--- src/rtl/bisect_scheduler_if.sv ---
// Shared triangle types plus the bus bundle between the bisect scheduler,
// its source, the rasterizer side and the single-triangle bisect datapath.
package defines_package;
  localparam int COORD_W = 8;

  typedef struct packed {
    logic [COORD_W-1:0] x;
    logic [COORD_W-1:0] y;
    logic [COORD_W-1:0] z;
  } Vertex3D;

  typedef struct packed {
    Vertex3D p;
    Vertex3D q;
    Vertex3D r;
  } Triangle3D;

  typedef enum logic [2:0] {
    ST_IDLE    = 3'd0,
    ST_EVAL    = 3'd1,
    ST_SPLIT_A = 3'd2,
    ST_SPLIT_B = 3'd3,
    ST_EMIT    = 3'd4
  } sched_state_t;
endpackage

// Handshakes: a transfer happens on a rising clk edge where valid and ready
// are both high; valid never waits on ready, and data is held while valid&&!ready.
interface bisect_scheduler_if;
  import defines_package::*;

  logic      in_valid;
  logic      in_ready;
  Triangle3D tri_in;
  logic      out_valid;
  logic      out_ready;
  Triangle3D tri_out;
  Triangle3D bis_tri;
  logic      bis_select;
  Triangle3D bis_result;

  // Scheduler side.
  modport slave (
    input  in_valid, tri_in, out_ready, bis_result,
    output in_ready, out_valid, tri_out, bis_tri, bis_select
  );

  // Environment side: source, rasterizer and bisect datapath.
  modport master (
    output in_valid, tri_in, out_ready, bis_result,
    input  in_ready, out_valid, tri_out, bis_tri, bis_select
  );
endinterface

--- src/rtl/bisect_scheduler.sv ---
// Depth-first recursive bisection of one projected triangle using a LIFO;
// emits every sub-triangle whose x/y manhattan edge lengths fit EDGE_MAX.
module bisect_scheduler
  import defines_package::*;
#(
  parameter int DEPTH    = 8,
  parameter int EDGE_MAX = 16
) (
  input  logic              clk,
  input  logic              n_rst,
  bisect_scheduler_if.slave bus,
  output logic              busy,
  output logic              depth_limit,
  output sched_state_t      dbg_state
);

  localparam int PTR_W = (DEPTH > 1) ? $clog2(DEPTH) : 1;
  localparam int CNT_W = $clog2(DEPTH + 1);
  localparam int LEN_W = COORD_W + 1;
  localparam logic [CNT_W-1:0] CNT_FULL = CNT_W'(DEPTH);
  localparam logic [LEN_W-1:0] LEN_MAX  = LEN_W'(EDGE_MAX);

  sched_state_t     state_q, state_d;
  Triangle3D        stack_q [DEPTH];
  logic [CNT_W-1:0] count_q, count_d;
  Triangle3D        bis_tri_q, bis_tri_d;
  Triangle3D        half0_q, half0_d;
  logic             depth_limit_q, depth_limit_d;

  logic             load_src;
  logic             split_wr;
  logic [PTR_W-1:0] top_idx;
  logic [PTR_W-1:0] push_idx;
  Triangle3D        top_tri;
  Triangle3D        rot_tri;
  logic [LEN_W-1:0] l_pq, l_qr, l_rp, max_len;

  function automatic logic [LEN_W-1:0] edge_len(input Vertex3D a, input Vertex3D b);
    logic [COORD_W-1:0] dx;
    logic [COORD_W-1:0] dy;
    dx = (a.x >= b.x) ? (a.x - b.x) : (b.x - a.x);
    dy = (a.y >= b.y) ? (a.y - b.y) : (b.y - a.y);
    return LEN_W'(dx) + LEN_W'(dy);
  endfunction

  assign top_idx  = PTR_W'(count_q - 1'b1);
  assign push_idx = PTR_W'(count_q);
  assign top_tri  = stack_q[top_idx];

  // Longest edge is rotated into PQ; ties prefer PQ, then QR, then RP.
  always_comb begin
    l_pq    = edge_len(top_tri.p, top_tri.q);
    l_qr    = edge_len(top_tri.q, top_tri.r);
    l_rp    = edge_len(top_tri.r, top_tri.p);
    rot_tri = top_tri;
    max_len = l_pq;
    if ((l_pq >= l_qr) && (l_pq >= l_rp)) begin
      rot_tri = top_tri;
      max_len = l_pq;
    end else if (l_qr >= l_rp) begin
      rot_tri.p = top_tri.q;
      rot_tri.q = top_tri.r;
      rot_tri.r = top_tri.p;
      max_len   = l_qr;
    end else begin
      rot_tri.p = top_tri.r;
      rot_tri.q = top_tri.p;
      rot_tri.r = top_tri.q;
      max_len   = l_rp;
    end
  end

  always_comb begin
    state_d       = state_q;
    count_d       = count_q;
    bis_tri_d     = bis_tri_q;
    half0_d       = half0_q;
    depth_limit_d = depth_limit_q;
    load_src      = 1'b0;
    split_wr      = 1'b0;
    case (state_q)
      ST_IDLE: begin
        if (bus.in_valid) begin
          load_src      = 1'b1;
          count_d       = CNT_W'(1);
          depth_limit_d = 1'b0;
          state_d       = ST_EVAL;
        end
      end
      ST_EVAL: begin
        if (count_q == '0) begin
          state_d = ST_IDLE;
        end else if (max_len <= LEN_MAX) begin
          state_d = ST_EMIT;
        end else if (count_q == CNT_FULL) begin
          // No room for the second half: give up on this one and pass it on as-is.
          depth_limit_d = 1'b1;
          state_d       = ST_EMIT;
        end else begin
          bis_tri_d = rot_tri;
          state_d   = ST_SPLIT_A;
        end
      end
      ST_SPLIT_A: begin
        half0_d = bus.bis_result;
        state_d = ST_SPLIT_B;
      end
      ST_SPLIT_B: begin
        split_wr = 1'b1;
        count_d  = count_q + 1'b1;
        state_d  = ST_EVAL;
      end
      ST_EMIT: begin
        if (bus.out_ready) begin
          count_d = count_q - 1'b1;
          state_d = ST_EVAL;
        end
      end
      default: state_d = ST_IDLE;
    endcase
  end

  always_ff @(posedge clk or negedge n_rst) begin
    if (!n_rst) begin
      state_q       <= ST_IDLE;
      count_q       <= '0;
      bis_tri_q     <= '0;
      half0_q       <= '0;
      depth_limit_q <= 1'b0;
    end else begin
      state_q       <= state_d;
      count_q       <= count_d;
      bis_tri_q     <= bis_tri_d;
      half0_q       <= half0_d;
      depth_limit_q <= depth_limit_d;
    end
  end

  // Q-side half replaces the top; the P-side half lands above it and is handled first.
  always_ff @(posedge clk or negedge n_rst) begin
    if (!n_rst) begin
      for (int i = 0; i < DEPTH; i++) begin
        stack_q[i] <= '0;
      end
    end else begin
      if (load_src) begin
        stack_q[0] <= bus.tri_in;
      end
      if (split_wr) begin
        stack_q[top_idx]  <= bus.bis_result;
        stack_q[push_idx] <= half0_q;
      end
    end
  end

  assign bus.in_ready   = (state_q == ST_IDLE);
  assign bus.out_valid  = (state_q == ST_EMIT);
  assign bus.tri_out    = (state_q == ST_EMIT) ? top_tri : '0;
  assign bus.bis_tri    = bis_tri_q;
  assign bus.bis_select = (state_q == ST_SPLIT_B);
  assign busy           = (state_q != ST_IDLE);
  assign depth_limit    = depth_limit_q;
  assign dbg_state      = state_q;

endmodule
--- src/flat_wrapper.sv ---
// flat-port wrapper written by rule: the top's interface ports become plain ports
module bisect_scheduler_flat import defines_package::*;
#(
  parameter int DEPTH    = 8,
  parameter int EDGE_MAX = 16
)
  (clk, n_rst, busy, depth_limit, dbg_state, bus_in_valid, bus_tri_in, bus_out_ready, bus_bis_result, bus_in_ready, bus_out_valid, bus_tri_out, bus_bis_tri, bus_bis_select);
  bisect_scheduler_if bus_i ();
  input  logic clk;
  input  logic n_rst;
  output logic busy;
  output logic depth_limit;
  output sched_state_t dbg_state;
  input wire logic [$bits(bus_i.in_valid)-1:0] bus_in_valid;
  input wire logic [$bits(bus_i.tri_in)-1:0] bus_tri_in;
  input wire logic [$bits(bus_i.out_ready)-1:0] bus_out_ready;
  input wire logic [$bits(bus_i.bis_result)-1:0] bus_bis_result;
  output wire logic [$bits(bus_i.in_ready)-1:0] bus_in_ready;
  output wire logic [$bits(bus_i.out_valid)-1:0] bus_out_valid;
  output wire logic [$bits(bus_i.tri_out)-1:0] bus_tri_out;
  output wire logic [$bits(bus_i.bis_tri)-1:0] bus_bis_tri;
  output wire logic [$bits(bus_i.bis_select)-1:0] bus_bis_select;
  assign bus_i.in_valid = bus_in_valid;
  assign bus_i.tri_in = bus_tri_in;
  assign bus_i.out_ready = bus_out_ready;
  assign bus_i.bis_result = bus_bis_result;
  assign bus_in_ready = bus_i.in_ready;
  assign bus_out_valid = bus_i.out_valid;
  assign bus_tri_out = bus_i.tri_out;
  assign bus_bis_tri = bus_i.bis_tri;
  assign bus_bis_select = bus_i.bis_select;
  bisect_scheduler #(.DEPTH(DEPTH), .EDGE_MAX(EDGE_MAX)) u_core (.clk(clk), .n_rst(n_rst), .bus(bus_i), .busy(busy), .depth_limit(depth_limit), .dbg_state(dbg_state));
endmodule
--- config.mk ---
export PLATFORM = sky130hd
export DESIGN_NAME = bisect_scheduler_flat
export DESIGN_NICKNAME = d
export VERILOG_FILES = /design/src/rtl/bisect_scheduler_if.sv /design/src/rtl/bisect_scheduler.sv /design/src/flat_wrapper.sv
export SDC_FILE = /design/constraint.sdc
export NUM_CORES = 2
export LEC_CHECK = 0
export ABC_AREA = 0
export BUFFER_PORTS_ARGS = -buffer_cell sky130_fd_sc_hd__buf_4
export CELL_PAD_IN_SITES_DETAIL_PLACEMENT = 1
export CELL_PAD_IN_SITES_GLOBAL_PLACEMENT = 2
export CORE_MARGIN = 2
export CORE_UTILIZATION = 41
export CTS_CLUSTER_DIAMETER = 200
export CTS_CLUSTER_SIZE = 28
export DETAILED_ROUTE_END_ITERATION = 16
export PLACE_DENSITY_LB_ADDON = 0.1
export SETUP_SLACK_MARGIN = 0.4
export SYNTH_ARGS = -nofsm -noshare
export SYNTH_HDL_FRONTEND = slang
export SYNTH_SLANG_ARGS = --single-unit
export TNS_END_PERCENT = 50
--- constraint.sdc ---
create_clock -name clk -period 20.5 [get_ports clk]
set_input_delay 4.1 -clock clk [delete_from_list [all_inputs] [get_ports clk]]
set_output_delay 4.1 -clock clk [all_outputs]
set_load 0.005 [all_outputs]
# Word level (Yosys, flattened, before mapping)
# Cells that the tools add are included.
# word_totals
reg_bits,728
input_bits,148
output_inout_bits,152
elab_cells,190
# classes
n_addsub,17
magnitude_cmp,14
eq_ne,10
muxes,39
bitwise,5
n_reduce_logical,12
# op_table
operator,n
bitwise mux 576 bit,2
2-to-1 mux 576 bit,1
2-to-1 mux 72 bit,8
demux 72 bit (select 3 bit),2
binary-select mux 72 bit (select 3 bit),1
subtractor 8 bit,12
greater-or-equal comparator 8 bit,6
2-to-1 mux 8 bit,6
adder 8 x 8 -> 9 bit,3
greater-or-equal comparator 9 bit,3
2-to-1 mux 9 bit,2
2-to-1 mux 3 bit,5
one-hot mux 3 bit (5 select lines),1
one-hot mux 4 bit (3 select lines),1
less-or-equal comparator 9 x 5 -> 1 bit (second input constant),1
greater-or-equal comparator 4 bit (second input constant),2
< comparator 4 x 1 -> 1 bit (second input constant),2
2-to-1 mux 4 bit,2
inequality test 2 bit (second input constant),4
inverter 3 -> 4 bit,2
2-to-1 mux 1 bit,7
equality test 3 x 2 -> 1 bit (second input constant),2
nonzero test 3 bit,2
AND reduction 5 bit,1
15 further kinds,19

# Logic depth before layout (Yosys ltp)
# depth
word_depth,15
mapped_depth,42
depth_no_buf,34

# Worst setup path before layout
# OpenSTA, ideal clock, no wires.
# synth_path
path_kind,reg-to-reg
startpoint,register u_core.count_q[0]
endpoint,"register u_core.bis_tri_q, in the netlist u_core.bus.bis_tri[38]"
setup_time_ns,0.123
arrival_ns,8.684
required_ns,20.377
path_slack_ns,11.693
stages_incl_launch_ff,37
path_buffers,7
synth_period_minus_slack_ns,8.807
path_cell_list,dfrtp_1 -> inv_1 -> clkbuf_1 -> clkbuf_1 -> ha_1 -> clkbuf_1 -> buf_1 -> mux2i_1 -> o21ai_0 -> a2111oi_1 -> inv_1 -> fa_1 -> a21o_1 -> a21oi_1 -> a21oi_1 -> a211oi_1 -> o21ai_0 -> clkbuf_1 -> mux2i_1 -> xnor2_1 -> ha_1 -> a21oi_1 -> nand2_1 -> a21o_1 -> a21oi_1 -> xnor2_1 -> ha_1 -> nand3_1 -> o31ai_1 -> o31ai_2 -> a311oi_1 -> o32ai_2 -> nor3_1 -> buf_4 -> clkbuf_1 -> nand2_1 -> o221a_1
# synth_via
elab_chain_len,14
elab_cells_between_ends,47
classes_between,add/sub: 16; order compare: 10; eq/ne: 1; mux: 13; bitwise: 4; reduce/logical: 3
# synth_rtl
element,line_no,text
"start, declared",bisect_scheduler.sv:25,"logic [CNT_W-1:0] count_q, count_d;"
"start signal, assigned",bisect_scheduler.sv:132,count_q <= count_d;
subtractor 4 x 1 -> 4 bit,--,
inverter 3 -> 4 bit (not written as such),bisect_scheduler.sv:48,assign top_tri = stack_q[top_idx];
binary-select mux 72 bit (select 3 bit),bisect_scheduler.sv:48,
2-to-1 mux 72 bit (not written as such) (2 in series),bisect_scheduler.sv:48,
subtractor 8 bit (tied with other cells),bisect_scheduler.sv:41,dx = (a.x >= b.x) ? (a.x - b.x) : (b.x - a.x);
2-to-1 mux 8 bit (on tied branches),"bisect_scheduler.sv:41, bisect_scheduler.sv:42",
adder 8 x 8 -> 9 bit,bisect_scheduler.sv:43,return LEN_W'(dx) + LEN_W'(dy);
greater-or-equal comparator 9 bit (on tied branches),"bisect_scheduler.sv:60, bisect_scheduler.sv:57",
2-to-1 mux 9 bit / logical AND 1 bit (equally long branches),"bisect_scheduler.sv:60, bisect_scheduler.sv:57",
2-to-1 mux 9 bit,bisect_scheduler.sv:57,if ((l_pq >= l_qr) && (l_pq >= l_rp)) begin
less-or-equal comparator 9 x 5 -> 1 bit,bisect_scheduler.sv:93,end else if (max_len <= LEN_MAX) begin
inverter 1 bit (no source line),--,
AND reduction 4 bit (no source line),--,
"end signal, assigned",bisect_scheduler.sv:133,bis_tri_q <= bis_tri_d;
"end, declared",bisect_scheduler.sv:26,"Triangle3D bis_tri_q, bis_tri_d;"
# Several ways; a longest one is shown, not always the timed one. The select of a mux whose other input is x is not followed.
# A chain may end at the register's enable or synchronous reset.

# Worst setup path after layout
# layout_path
startpoint,register u_core.count_q[0]
endpoint,"register u_core.bis_tri_q, in the netlist u_core.bus.bis_tri[6]"
# Same word-level chain as after synthesis.

==> impl_metrics.ini <==
[status]
status = completed

[yosys]
synth_edf_count = 0
ys_seq_elements = 728
ys_types = 77
netlist_area_um2 = 42700
synth_top_cell_area_share_pct = 42.6
syn_inst = 4779
synth-main-ff-cell = dfrtp_1
synth_top_area_cell = dfrtp_1
syn_area_per_cell_um2 = 8.94
synthArstFlopShare_pct = 100
ys_seq_area_share_pct = 42.6
synth_nets = 5079
ys_warn_count = 0
ys_top_cells_by_area = dfrtp_1 (43%), a22oi_1 (9.6%), nand2_1 (7.4%), o21ai_0 (7.0%), mux2i_1 (4.3%)

[place]
dpl.hpwl_um = 124000
routabilityCongestion = 0.939
port_buffers = 299

[final_layout]
area_growth_pct = 9.77
fillers = 11900
multi_input_area_um2 = 22300
fin_nets = 5007
drive_above_1_share_pct = 14.0
final_cell_mix = nand2_1 (837), dfrtp_1 (727), o21ai_0 (596)
final_common_cell = nand2_1
seqCellArea_um2 = 18200

[sta]
fmax_mhz = 87.8
tightest_slew_ns = 1.23
hold_slack_ns = 0.490
rsz0062_at_grt = no
hold_viol = 0
setup_viol = 0
period_needed_ns = 11.39
finalSetupTns_ns = 0
fin_crit_sh_pct = 55.6
max_slew_margin_pct = 16.2
finClkSkew_ns = 0.0427
maxSlewViolCount = 0

[drt]
firstDrtPassIters = 6
first_iter_violations = 4303
wl_per_cell_um = 33.4
ant_nets = 0
wl_um = 204000
drc = 0
vias_per_cell = 6.60
vias = 40200

[cts]
root_buffer = clkbuf_16
htree_num_levels = 1
cts.reportedPaths.clkPinSlew_ns = 0.12
cts_tree = yes
clk_path_buf_depth = 3
numCtsBuffers = 29
post_cts_buffers = 0
cts.sinks = 728
hold_buffers = 0
cts.repair.resized = 0
clkLatencyLatePin_ns = 0.73

[worst_setup_path]
critPathMaxFanout = 51
crit_arrival_ns = 12.02
path_class = register to register
critPathLaunchType = register
crit_top_cell = buf_4
slowest_stage = or2_2
required_ns = 21.14
crit_path_end_kind = register
reg2reg_slack_ns = 9.11
crit_path_max_incr_delay_ns = 0.94

[global_routing]
track_usage_pct = 37.2
grt_pass1_vias = 40200
grt_antenna_before_repair = 10
grt_pass1_wl_um = 295000
grt_max_degree = 214
grt_overflow = 0

[floorplanning]
design.portCount = 300
die-area_um2 = 107000
fp.dieW_um = 327
row_count = 118
fp.dieH_um = 327
core-area_um2 = 103000
initial_core_util_pct = 41.3

[worst_hold_path]
hold_path.class = register to register

[run]
drv_cap = 0
-- cell families after synthesis --
| family | synth area share, % |
|---|---|
| AO/OA/AOI/OAI | 26.8 |
| flip-flops | 42.6 |
| adder cells (fa/ha/maj) | 4.72 |
| multiplexers | 7.87 |
| XOR/XNOR | 1.09 |
| buffers and inverters | 5.95 |
| AND/OR/NAND/NOR | 10.9 |
-- cell usage after synthesis, types with 4 or more instances --
master / instances
nand2_1: 838
dfrtp_1: 728
o21ai_0: 599
a22oi_1: 544
clkbuf_1: 361
mux2i_1: 183
buf_1: 165
nor2_1: 155
ha_1: 137
a21oi_1: 136
inv_1: 110
mux2_2: 90
o22ai_1: 77
nand3_1: 68
a32oi_1: 57
a31oi_1: 50
o221a_1: 50
a221oi_1: 47
nor3_1: 32
xnor2_1: 31
a21o_1: 30
mux4_2: 23
xor2_1: 22
and3_1: 18
o21ai_1: 16
fa_1: 15
a211oi_1: 14
buf_2: 14
o211ai_1: 14
a311oi_1: 12
a22o_1: 11
nand2b_1: 10
a311o_1: 8
o21a_1: 8
a2111oi_1: 6
and2_1: 6
nand4_1: 6
a211o_1: 5
buf_6: 5
o21bai_1: 5
o31ai_1: 5
or3_1: 5
a221o_1: 4
and4_1: 4
nor2b_1: 4
-- layer usage --
metal / GRT usage, % / vias up / wire [um] / share of wire [%]
met2: 58.5 / 1722 / 92900 / 46
li1: - / 17100 / - / -
met3: 6.65 / 330 / 15200 / 7.5
met4: 13.3 / 6 / 8050 / 4.0
met1: 51.4 / 21000 / 87400 / 43
met5: 0 / - / 40 / 0.020
-- worst paths after layout --
path,startpoint,endpoint,cells past startpoint
worst max-delay path,u_core.count_q[0],u_core.bus.bis_tri[6],35
worst min-delay path,register,register,2
worst max register to register,u_core.count_q[0],u_core.bus.bis_tri[6],35
worst min register to register,register,register,2
max in group asynchronous,n_rst,async pin,4
min in group asynchronous,n_rst,async pin,1
-- through the flow --
stage	setup slack [ns]	std cells	cell area [um2]	util [%]
finish	9.11	6092	46900	45.3
detailed placement	9.33	6056	46100	44.6
global route	8.45	6090	46900	45.3
CTS	9.30	6087	46900	45.3
global placement	9.48	6056	46100	44.6
floorplan	11.69	4779	42700	-
-- worst max-delay path, delay by kind of cell, from the launching register on --
family | cells | cell delay, ns
AO/OA/AOI/OAI | 16 | 3.86
buffers and inverters | 7 | 2.86
AND/OR/NAND/NOR | 6 | 1.98
adder cells (fa/ha/maj) | 4 | 1.57
flip-flops | 1 | 0.54
multiplexers | 1 | 0.18
XOR/XNOR | 1 | 0.17
-- cell type report --
cell class | count | share of cell area (%)
Inverter | 112 | 0.902
Tap cell | 1380 | 3.68
Timing Repair Buffer | 445 | 7.30
Sequential cell | 728 | 38.9
Clock inverter | 1 | 0.0427
Multi-Input combinational cell | 3391 | 47.6
Clock buffer | 30 | 1.56
Antenna cell | 5 | 0.0267
Power is left out: the tool's default activity adds up to more than one toggle a clock period on the data nets, which glitch-free logic cannot reach.
